<file path="src/rtl/permutation_ctrl_if.sv">
// permutation_ctrl_if
// Handshake bundle between the top-level ASCON FSM (master) and the
// permutation round scheduler (slave).
//   start_i    : request one permutation run
//   mode_i     : 0 = p^a rounds, 1 = p^b rounds, sampled with start_i
//   abort_i    : cancel the run in progress (only with PERM_ABORT_EN)
//   round_o    : round index for the constant-addition stage
//   sel_init_o : datapath takes the external state this cycle
//   en_state_o : state register write enable
//   busy_o     : run in progress
//   done_o     : one-cycle completion pulse
// Optional feature macro: PERM_ABORT_EN (adds abort_i).
interface permutation_ctrl_if;
    logic       start_i;
    logic       mode_i;
`ifdef PERM_ABORT_EN
    logic       abort_i;
`endif
    logic [3:0] round_o;
    logic       sel_init_o;
    logic       en_state_o;
    logic       busy_o;
    logic       done_o;

`ifdef PERM_ABORT_EN
    modport master (
        output start_i, mode_i, abort_i,
        input  round_o, sel_init_o, en_state_o, busy_o, done_o
    );
    modport slave (
        input  start_i, mode_i, abort_i,
        output round_o, sel_init_o, en_state_o, busy_o, done_o
    );
`else
    modport master (
        output start_i, mode_i,
        input  round_o, sel_init_o, en_state_o, busy_o, done_o
    );
    modport slave (
        input  start_i, mode_i,
        output round_o, sel_init_o, en_state_o, busy_o, done_o
    );
`endif
endinterface

</file>
<file path="src/rtl/permutation_ctrl.sv">
// permutation_ctrl
// Round scheduler for the ASCON permutation datapath. On start it selects
// the external state for the first round, then enables the state register
// once per clock for NR_A (mode 0) or NR_B (mode 1) rounds, ending on round
// index 11, and pulses done_o one cycle after the final round.
// Ports:
//   clock_i  : system clock, rising edge
//   resetb_i : asynchronous active-low reset
//   bus      : permutation_ctrl_if.slave (start/mode/abort in, round/
//              sel_init/en_state/busy/done out)
// Parameters: NR_A (1..12, default 12), NR_B (1..12, default 6).
// Optional feature macro: PERM_ABORT_EN (abort_i cancels a run in ROUND).
//
// state | meaning
// ------+--------------------------------------------------------------
// IDLE  | waiting for start_i; all outputs low
// ROUND | one permutation round per cycle; state register enabled
// DONE  | one-cycle completion pulse; round_o holds 11
module permutation_ctrl #(
    parameter int NR_A = 12,
    parameter int NR_B = 6
) (
    input  logic               clock_i,
    input  logic               resetb_i,
    permutation_ctrl_if.slave  bus
);

    // Runs always finish on index 11, so shorter runs start later in the
    // constant table.
    localparam logic [3:0] START_A = 4'(12 - NR_A);
    localparam logic [3:0] START_B = 4'(12 - NR_B);
    localparam logic [3:0] LAST_RD = 4'd11;

    typedef enum logic [1:0] {
        S_IDLE  = 2'd0,
        S_ROUND = 2'd1,
        S_DONE  = 2'd2
    } state_t;

    state_t     state;
    logic [3:0] counter;
    logic       first_q;
    logic       busy_q;
    logic       en_q;
    logic       done_q;
    logic [3:0] round_q;
    logic [3:0] start_cnt;
    logic       abort;

`ifdef PERM_ABORT_EN
    assign abort = bus.abort_i;
`else
    assign abort = 1'b0;
`endif

    assign start_cnt = bus.mode_i ? START_B : START_A;

    always_ff @(posedge clock_i or negedge resetb_i) begin
        if (!resetb_i) begin
            state   <= S_IDLE;
            counter <= 4'd0;
            first_q <= 1'b0;
            busy_q  <= 1'b0;
            en_q    <= 1'b0;
            done_q  <= 1'b0;
            round_q <= 4'd0;
        end else begin
            case (state)
                S_IDLE: begin
                    done_q  <= 1'b0;
                    round_q <= 4'd0;
                    if (bus.start_i) begin
                        state   <= S_ROUND;
                        counter <= start_cnt;
                        first_q <= 1'b1;
                        busy_q  <= 1'b1;
                        en_q    <= 1'b1;
                        round_q <= start_cnt;
                    end
                end
                S_ROUND: begin
                    first_q <= 1'b0;
                    if (abort) begin
                        state   <= S_IDLE;
                        busy_q  <= 1'b0;
                        en_q    <= 1'b0;
                        round_q <= 4'd0;
                    end else if (counter == LAST_RD) begin
                        state   <= S_DONE;
                        busy_q  <= 1'b0;
                        en_q    <= 1'b0;
                        done_q  <= 1'b1;
                        round_q <= LAST_RD;
                    end else begin
                        counter <= counter + 4'd1;
                        round_q <= counter + 4'd1;
                    end
                end
                S_DONE: begin
                    state   <= S_IDLE;
                    done_q  <= 1'b0;
                    round_q <= 4'd0;
                end
                default: begin
                    state   <= S_IDLE;
                    first_q <= 1'b0;
                    busy_q  <= 1'b0;
                    en_q    <= 1'b0;
                    done_q  <= 1'b0;
                    round_q <= 4'd0;
                end
            endcase
        end
    end

    assign bus.round_o    = round_q;
    assign bus.sel_init_o = first_q;
    assign bus.busy_o     = busy_q;
    assign bus.done_o     = done_q;
    // Abort must stop the state register within the same cycle, so it gates
    // the registered enable directly.
    assign bus.en_state_o = en_q & ~abort;

endmodule

</file>
<file path="src/flat_wrapper.sv">
// flat-port wrapper written by rule: the top's interface ports become plain ports
module permutation_ctrl_flat 
#(
    parameter int NR_A = 12,
    parameter int NR_B = 6
)
  (clock_i, resetb_i, bus_start_i, bus_mode_i, bus_round_o, bus_sel_init_o, bus_en_state_o, bus_busy_o, bus_done_o);
  permutation_ctrl_if bus_i ();
  input  logic clock_i;
  input  logic resetb_i;
  input wire logic [$bits(bus_i.start_i)-1:0] bus_start_i;
  input wire logic [$bits(bus_i.mode_i)-1:0] bus_mode_i;
  output wire logic [$bits(bus_i.round_o)-1:0] bus_round_o;
  output wire logic [$bits(bus_i.sel_init_o)-1:0] bus_sel_init_o;
  output wire logic [$bits(bus_i.en_state_o)-1:0] bus_en_state_o;
  output wire logic [$bits(bus_i.busy_o)-1:0] bus_busy_o;
  output wire logic [$bits(bus_i.done_o)-1:0] bus_done_o;
  assign bus_i.start_i = bus_start_i;
  assign bus_i.mode_i = bus_mode_i;
  assign bus_round_o = bus_i.round_o;
  assign bus_sel_init_o = bus_i.sel_init_o;
  assign bus_en_state_o = bus_i.en_state_o;
  assign bus_busy_o = bus_i.busy_o;
  assign bus_done_o = bus_i.done_o;
  permutation_ctrl #(.NR_A(NR_A), .NR_B(NR_B)) u_core (.clock_i(clock_i), .resetb_i(resetb_i), .bus(bus_i));
endmodule
</file>
<file path="config.mk">
export PLATFORM = sky130hd
export DESIGN_NAME = permutation_ctrl_flat
export DESIGN_NICKNAME = d
export VERILOG_FILES = /design/src/rtl/permutation_ctrl_if.sv /design/src/rtl/permutation_ctrl.sv /design/src/flat_wrapper.sv
export SDC_FILE = /design/constraint.sdc
export NUM_CORES = 1
export LEC_CHECK = 0
export ABC_AREA = 1
export BUFFER_PORTS_ARGS = -buffer_cell sky130_fd_sc_hd__buf_2
export CAP_MARGIN = 20
export CORE_AREA = 2 2 39 41
export CTS_CLUSTER_SIZE = 40
export DETAILED_ROUTE_END_ITERATION = 12
export DIE_AREA = 0 0 41 43
export PLACE_DENSITY = 0.66
export SLEW_MARGIN = 20
export SYNTH_ARGS = -nofsm -noshare
export SYNTH_HDL_FRONTEND = slang
export SYNTH_SLANG_ARGS = --single-unit
</file>
<file path="constraint.sdc">
create_clock -name clock_i -period 1.3 [get_ports clock_i]
set_clock_uncertainty 0.05 [all_clocks]
set_input_delay 0.195 -clock clock_i [delete_from_list [all_inputs] [get_ports clock_i]]
set_output_delay 0.195 -clock clock_i [all_outputs]
set_load 0.05 [all_outputs]
</file>
# Word level (Yosys, flattened, before mapping)

Cells that the tools add are included.

Word-level logic and storage cells: 36
Register bits after elaboration: 13
Input bits: 4

Eq/ne operators: 6
Add/sub/neg operators: 1
Bitwise gates (word level): 1
Reduce and logical (&&, ||, !) cells: 6
Multiplexer cells: 16

Operator list:

| cell                                                   | count |
|---|---|
| two-way mux 4 bit                                      | 4 |
| one-hot mux 4 bit (2 select lines)                     | 2 |
| AND reduction 3 bit                                    | 2 |
| adder 4 x 1 -> 4 bit (second input constant)           | 1 |
| == test 4 bit (second input constant)                  | 1 |
| two-way mux 1 bit                                      | 4 |
| two-way mux 2 bit                                      | 2 |
| inequality test 2 bit (second input constant)          | 2 |
| one-hot mux 2 bit (2 select lines)                     | 1 |
| AND reduction 2 bit                                    | 2 |
| two-way mux 3 bit                                      | 1 |
| one-hot mux 1 bit (3 select lines)                     | 1 |
| == test 2 x 1 -> 1 bit (second input constant)         | 1 |
| == test 2 bit (second input constant)                  | 1 |
| zero test 2 bit                                        | 1 |
| inequality test 2 x 1 -> 1 bit (second input constant) | 1 |
| one-hot mux 1 bit (2 select lines)                     | 1 |
| nonzero test 2 bit                                     | 1 |
| NOT 1 bit                                              | 1 |

# Depth between registers and ports, before layout

Gate-level depths: netlist (run 1).

Depth after elaboration: 3
Depth in mapped cells: 7
Mapped depth without buffers: 7

# Worst setup path before layout (run 1)

No wires, ideal clock.

Path type: register to register
Start: register u_core.counter[0]
End: register u_core.counter[3]
Stages on the path, launching flop included: 8
Slack: 120 ps
Library setup time: 117 ps
Arrival: 1012 ps
Path through: dfrtp_1 ha_1 nand3_2 nand2_4 nand2_4 inv_2 nand2_1 nand2_1

Longest elaborated chain between the ends: 3
Elaborated cells between the ends (all ways): 6

RTL lines:

| item                                                                             | line                                           | RTL |
|---|---|---|
| start: declaration                                                               | permutation_ctrl.sv:41                         | `logic [3:0] counter;` |
| start signal: assignment                                                         | permutation_ctrl.sv:74                         | `counter <= start_cnt;` |
| start signal: assignment                                                         | permutation_ctrl.sv:95                         | `counter <= counter + 4'd1;` |
| adder 4 x 1 -> 4 bit / == test 4 bit (equally long branches)                     | permutation_ctrl.sv:95, permutation_ctrl.sv:88 |  |
| two-way mux 4 bit / inequality test 2 bit (equally long branches)                | n/a                                            |  |
| one-hot mux 4 bit (2 select lines) / AND reduction 3 bit (equally long branches) | n/a                                            |  |

Several ways; a longest one is shown, not always the timed one. The select of a mux whose other input is x is not followed.
A chain may end at the register's enable or synchronous reset.

# Final worst setup path (run 1)

Start: register u_core.counter[1]
End: register u_core.counter[3]

The elaborated chain is that of the path after synthesis.

==> results.md, run 1 <==
* Row Count at 14
* Switching share of power at 49.9%
* Unique masters post-synth at 18
* Crit Path Max Fanout at 5
* Critical path's slowest cell: dfrtp_1
* Cell depth of the worst flop-to-flop path at 6
* H-tree levels at 1
* Clock network power share at 13.0%
* Dominant cell by count in the synthesized netlist: nand2_1
* Static Leak at 0.385 nW
* Peak Freq at 818 MHz
* PortBufs at 11
* Mean post-synth cell area at 9.56 um^2
* Worst-skew pair later-pin latency at 0.28 ns
* Synth cell count leaders: 14 x nand2_1, 13 x dfrtp_1, 5 x inv_1, 5 x nand3_1, 4 x inv_2
* Most used cell, CP: nand2_4
* Crit path from: u_core.counter[1]$_DFFE_PN0P_
* Vias per cell at 4.83
* Clk buf depth at 2
* Top cell type's share of synthesized area at 55.8%
* Largest area contributor in the netlist: dfrtp_1
* Root buf cell: clkbuf_4
* Hpwl dp at 753 um
* Vias in the first global route at 441
* Hold Path Stages at 3
* Diode count at 0
* Clock slew at reported path FFs at 0.08 ns
* Max-slew violations at 0
* CTS sink count at 13
* Final setup vio count at 0
* Crit path DAT at 1.35 ns
* Async SR Flop Fraction at 100%
* Initial antenna violation count at 0
* Worst VDD drop at 0.00104 V
* Total global-route track usage at 15.4%
* Global-route wire length before repair at 1790 um
* Synthesis-to-layout area growth at 20.4%
* Reg area at 325 um^2
* Setup TNS at 0 ns
* R2R Setup Slk at 0.08 ns
* Flop pwr share at 33.6%
* P per Cell Area at 2790 mW/mm^2
* Least-Margin Pin Slew at 0.287 ns
* Antenna-violating nets left at 0
* Max-cap violations at 0
* Fill cells at 122
* Die area at 0.00176 mm^2
* Top_reg_cell synth: dfrtp_1
* Outcome: completed
* GPL Wtd Cong at 0.758
* Post-synth EDFFs at 0
* Die height at 43 um
* Internal power at 0.982 mW
* WP data required at 1.43 ns
* Max transition margin at 80.9%
* YS warnings at 0
* CTS tree: built
* FF-to-FF Start: u_core.counter[1]$_DFFE_PN0P_
* Largest net degree at the start of global routing at 14
* Initial Utilization at 42.1%
* Hold path startpoint: bus_start_i
* Min Tclk post-route at 1.22 ns
* Crit share post-route at 94.0%
* Drt wl/cell at 11.1 um
* Max stage delay on crit path at 0.38 ns
* First DRT Iteration DRCs at 5
* Mapped Area at 583 um^2
* CTS Buf Count at 3
* Final Hold Viols at 0
* Cell Chain, Critical Path: ha_1, nand3_2, nand2_4, nand2_4, nand3_1, nand2_1
* I/O pin count at 12
* Drt total wl at 1040 um
* Area taken by multi-input logic gates at 216 um^2
* Syn Nets at 66
* Final core utilization at 50.7%
* Remaining Overflow, GRT at 0
* RSZ-0062 raised after global routing: false
* Dominant cells by area after synthesis: dfrtp_1 56%, nand2_1 9.0%, nand3_1 4.3%
* Combinational fraction of design power at 53.4%
* Synthesized flop and latch total at 13
* Layout Nets at 84
* CP Launch Type: flip-flop
* Chip width at 41 um
* Worst Setup End Kind: flip-flop
* Seq/Total Area, Yosys at 55.8%
* Residual DRC count at 0
* CP Class: flip-flop to flip-flop
* Hold path endpoint: u_core.bus.round_o[2]$_DFF_PN0_
* Worst min-delay path class: input port to flip-flop
* Sw Pwr at 0.979 mW
* Reg2reg end: u_core.counter[3]$_DFFE_PN0P_
* DRT Pass-1 Iters at 4
* Share of cells above drive strength 1 at 33.3%
* Via count at 454
* Core area at 0.00138 mm^2
* Post-Syn Instances at 61
==> repair_timing <==
| action | CTS | global route |
|---|---|---|
| endpoints found under the setup margin | 0 | 1 |
| buffers inserted | 0 | 1 |
| hold buffers | 1 | 0 |
| resized for setup | 0 | 0 |
| hold endpoints to repair | 13 | 0 |
==> worst max-delay path, delay by kind of cell, from the launching register on <==
| kind | cells | cell delay [ns] |
|---|---|---|
| fa+ha+maj | 1 | 0.21 |
| flops | 1 | 0.38 |
| simple gates | 5 | 0.48 |
==> power groups by stage <==
stage / Clock [mW] / Combinational, mW / Sequential (mW)
final: 0.255 / 1.05 / 0.660
after global routing: 0.274 / 1.15 / 0.675
after CTS: 0.256 / 1.03 / 0.661
after detailed placement: 0 / 1.02 / 0.669
after global placement: 0 / 1.01 / 0.665
after floorplan: 0 / 0.549 / 0.931
==> routing by layer <==
metal	GRT usage, %	part of all wire (%)
met3	3.14	3.7
met5	0	0
met2	21.9	52
met4	12.0	3.0
met1	19.3	41
==> placed cells by master, fill, tap and decap left out, drive strengths merged <==
cell	n
nand4	1
ha	1
xor2	1
dfrtp	13
buf	13
nand3	7
nand2	17
o21ai	2
clkbuf	4
dlygate4sd3	1
o211ai	1
nor2	4
a21oi	3
inv	9
nor3b	1
==> registers in the layout, indices dropped and copies added, names as in the netlist <==
| signal | count |
|---|---|
| u_core.bus.done_o | 1 |
| u_core.bus.sel_init_o | 1 |
| u_core.counter | 4 |
| u_core.state | 2 |
| u_core.bus.en_state_o | 1 |
| u_core.bus.round_o | 4 |
==> how the worst max path moves through the flow <==
stage	to	slack [ns]	cells past startpoint
after global placement	u_core.counter[3]$_DFFE_PN0P_	0.11	7
after global routing	u_core.counter[0]$_DFFE_PN0P_	0.005	7
after detailed placement	u_core.counter[3]$_DFFE_PN0P_	0.09	7
after CTS	u_core.counter[3]$_DFFE_PN0P_	0.07	7
after floorplan	u_core.counter[3]$_DFFE_PN0P_	0.12	7
final	u_core.counter[3]$_DFFE_PN0P_	0.08	6
==> per-stage QoR <==
stage | power, mW | area [um^2] | setup WS, ns | instances | hold WS [ns]
finish | 1.96 | 702 | 0.0776 | 94 | 0.198
global route | 2.10 | 702 | 0.00456 | 94 | 0.224
CTS | 1.95 | 694 | 0.0681 | 93 | 0.196
detailed placement | 1.69 | 658 | 0.0932 | 88 | 0.0471
global placement | 1.67 | 658 | 0.113 | 88 | 0.0453
floorplan | 1.48 | 583 | 0.120 | 61 | -0.151
==> final cells by class <==
class	instances	share of cell area (%)
well taps	16	2.85
multi-input cells	38	30.8
clock buffers	4	3.74
inverters	9	4.81
repair buffers	14	11.4
flip-flops and latches	13	46.3
==> logic make-up (layout without fill, tap and decap cells) <==
kind of cell	count (synthesis)	after routing	synth area share, %
AND/OR/NAND/NOR	30	30	27.9
flip-flops	13	13	55.8
buffers and inverters	10	27	7.08
AO/OA/AOI/OAI	6	6	5.58
adder cells (fa/ha/maj)	1	1	2.15
XOR/XNOR	1	1	1.50
(Power assumes the default switching activity.)
==> inputs of run 2 (changes only) <==
- CTS_BUF_LIST: not set -> sky130_fd_sc_hd__clkbuf_8
==> results.md, run 2 (same netlist as run 1, synthesis figures left out) <==
* Outcome: completed
* Global-route wire length before repair at 1760 um
* Residual DRC count at 0
* PortBufs at 11
* Clock slew at reported path FFs at 0.05 ns
* Row Count at 14
* Final Hold Viols at 0
* DRT Pass-1 Iters at 3
* Vias per cell at 4.73
* FF-to-FF Start: u_core.counter[1]$_DFFE_PN0P_
* CTS Buf Count at 3
* I/O pin count at 12
* Drt wl/cell at 10.7 um
* Final setup vio count at 0
* Crit path DAT at 1.29 ns
* Largest net degree at the start of global routing at 14
* Cell depth of the worst flop-to-flop path at 7
* Synthesis-to-layout area growth at 22.3%
* Min Tclk post-route at 1.21 ns
* GPL Wtd Cong at 0.758
* Total global-route track usage at 15.4%
* Chip width at 41 um
* Max-slew violations at 0
* CTS tree: built
* Layout Nets at 83
* CP Launch Type: flip-flop
* Post-route total power at 2.03 mW
* Initial Utilization at 42.1%
* H-tree levels at 1
* Worst Setup End Kind: flip-flop
* Peak Freq at 827 MHz
* Antenna-violating nets left at 0
* Crit path from: u_core.counter[1]$_DFFE_PN0P_
* Die area at 0.00176 mm^2
* Worst min-delay path class: input port to flip-flop
* Setup TNS at 0 ns
* Share of cells above drive strength 1 at 32.5%
* WP data required at 1.39 ns
* Die height at 43 um
* Via count at 440
* Static Leak at 0.392 nW
* Initial antenna violation count at 0
* Max transition margin at 80.8%
* Cts repair resizes at 0
* Leading cell type in the layout, fill and taps excluded: nand2_1
* First DRT Iteration DRCs at 8
* Clk buf depth at 2
* CTS sink count at 13
* Worst VDD drop at 0.00115 V
* Root buf cell: clkbuf_8
* RSZ-0062 raised after global routing: false
* Crit share post-route at 93.0%
* Worst-skew pair later-pin latency at 0.24 ns
* R2R Setup Slk at 0.09 ns
* P per Cell Area at 2850 mW/mm^2
* Least-Margin Pin Slew at 0.288 ns
* Max-cap violations at 0
* CP Class: flip-flop to flip-flop
* Most frequent cells in the layout: 14 x nand2_1, 13 x dfrtp_1, 11 x buf_2
* Postcts setup bufs at 0
* Remaining Overflow, GRT at 0
* Hpwl dp at 753 um
* Reg2reg end: u_core.counter[3]$_DFFE_PN0P_
* Crit Path Max Fanout at 5
* Capture point of the worst path: u_core.counter[3]$_DFFE_PN0P_
* Drt total wl at 998 um
* Diode count at 0
* Core area at 0.00138 mm^2
* Vias in the first global route at 441
run 2: how the worst min path moves through the flow:
stage                startpoint                           endpoint  slack (ns)  cells after the start
finish               bus_mode_i    u_core.bus.round_o[2]$_DFF_PN0_        0.24                      3
floorplan              resetb_i      u_core.bus.done_o$_DFFE_PN0P_       -0.15                      0
detailed placement     resetb_i  u_core.bus.sel_init_o$_DFFE_PN0P_        0.05                      1
CTS                 bus_start_i    u_core.bus.round_o[2]$_DFF_PN0_        0.24                      3
global placement       resetb_i  u_core.bus.sel_init_o$_DFFE_PN0P_        0.05                      1
global route        bus_start_i    u_core.bus.round_o[2]$_DFF_PN0_        0.26                      3
run 2: area by class of cell:
class / count / area (um^2)
well taps: 16 / 20.0
fillers: 124 / 671
clock inverters: 1 / 3.75
repair buffers: 13 / 72.6
clock buffers: 3 / 41.3
inverters: 9 / 33.8
multi-input cells: 38 / 216
flip-flops and latches: 13 / 325
run 2: critical path: stages, from the launching register on:
cell and delay [ns]:
dfrtp_1 0.40, ha_1 0.23, nand3_2 0.13, nand2_4 0.07
nand2_4 0.08, inv_2 0.04, nand2_1 0.05, nand2_1 0.05
run 2: per-stage QoR:
stage	utilization [%]	cell area [um^2]	setup slack [ns]	hold WS, ns	instances
final	51.5	713	0.0911	0.239	93
after global routing	51.5	713	0.00651	0.259	93
after CTS	51.5	713	0.0835	0.240	93
after detailed placement	47.6	658	0.0932	0.0471	88
after global placement	47.6	658	0.113	0.0453	88
after floorplan	-	583	0.120	-0.151	61
run 2: repair_timing:
item | in CTS | in global routing
endpoints found under the setup margin | 0 | 1
endpoints found under the hold margin | 13 | 0
hold buffers | 1 | 0
run 2: power by group:
part | internal [mW] | switching (mW) | total (mW)
Combinational | 0.285 | 0.734 | 1.02
Sequential | 0.563 | 0.0982 | 0.662
Clock | 0.209 | 0.145 | 0.353
run 2: layer usage:
metal  vias up  GRT usage [%]  share of wire, %
li1        224              -                 -
met1       206           18.9                45
met2         8           21.3                49
met3         2           4.71               2.7
met4         0           12.0               2.9
met5         -              0                 0
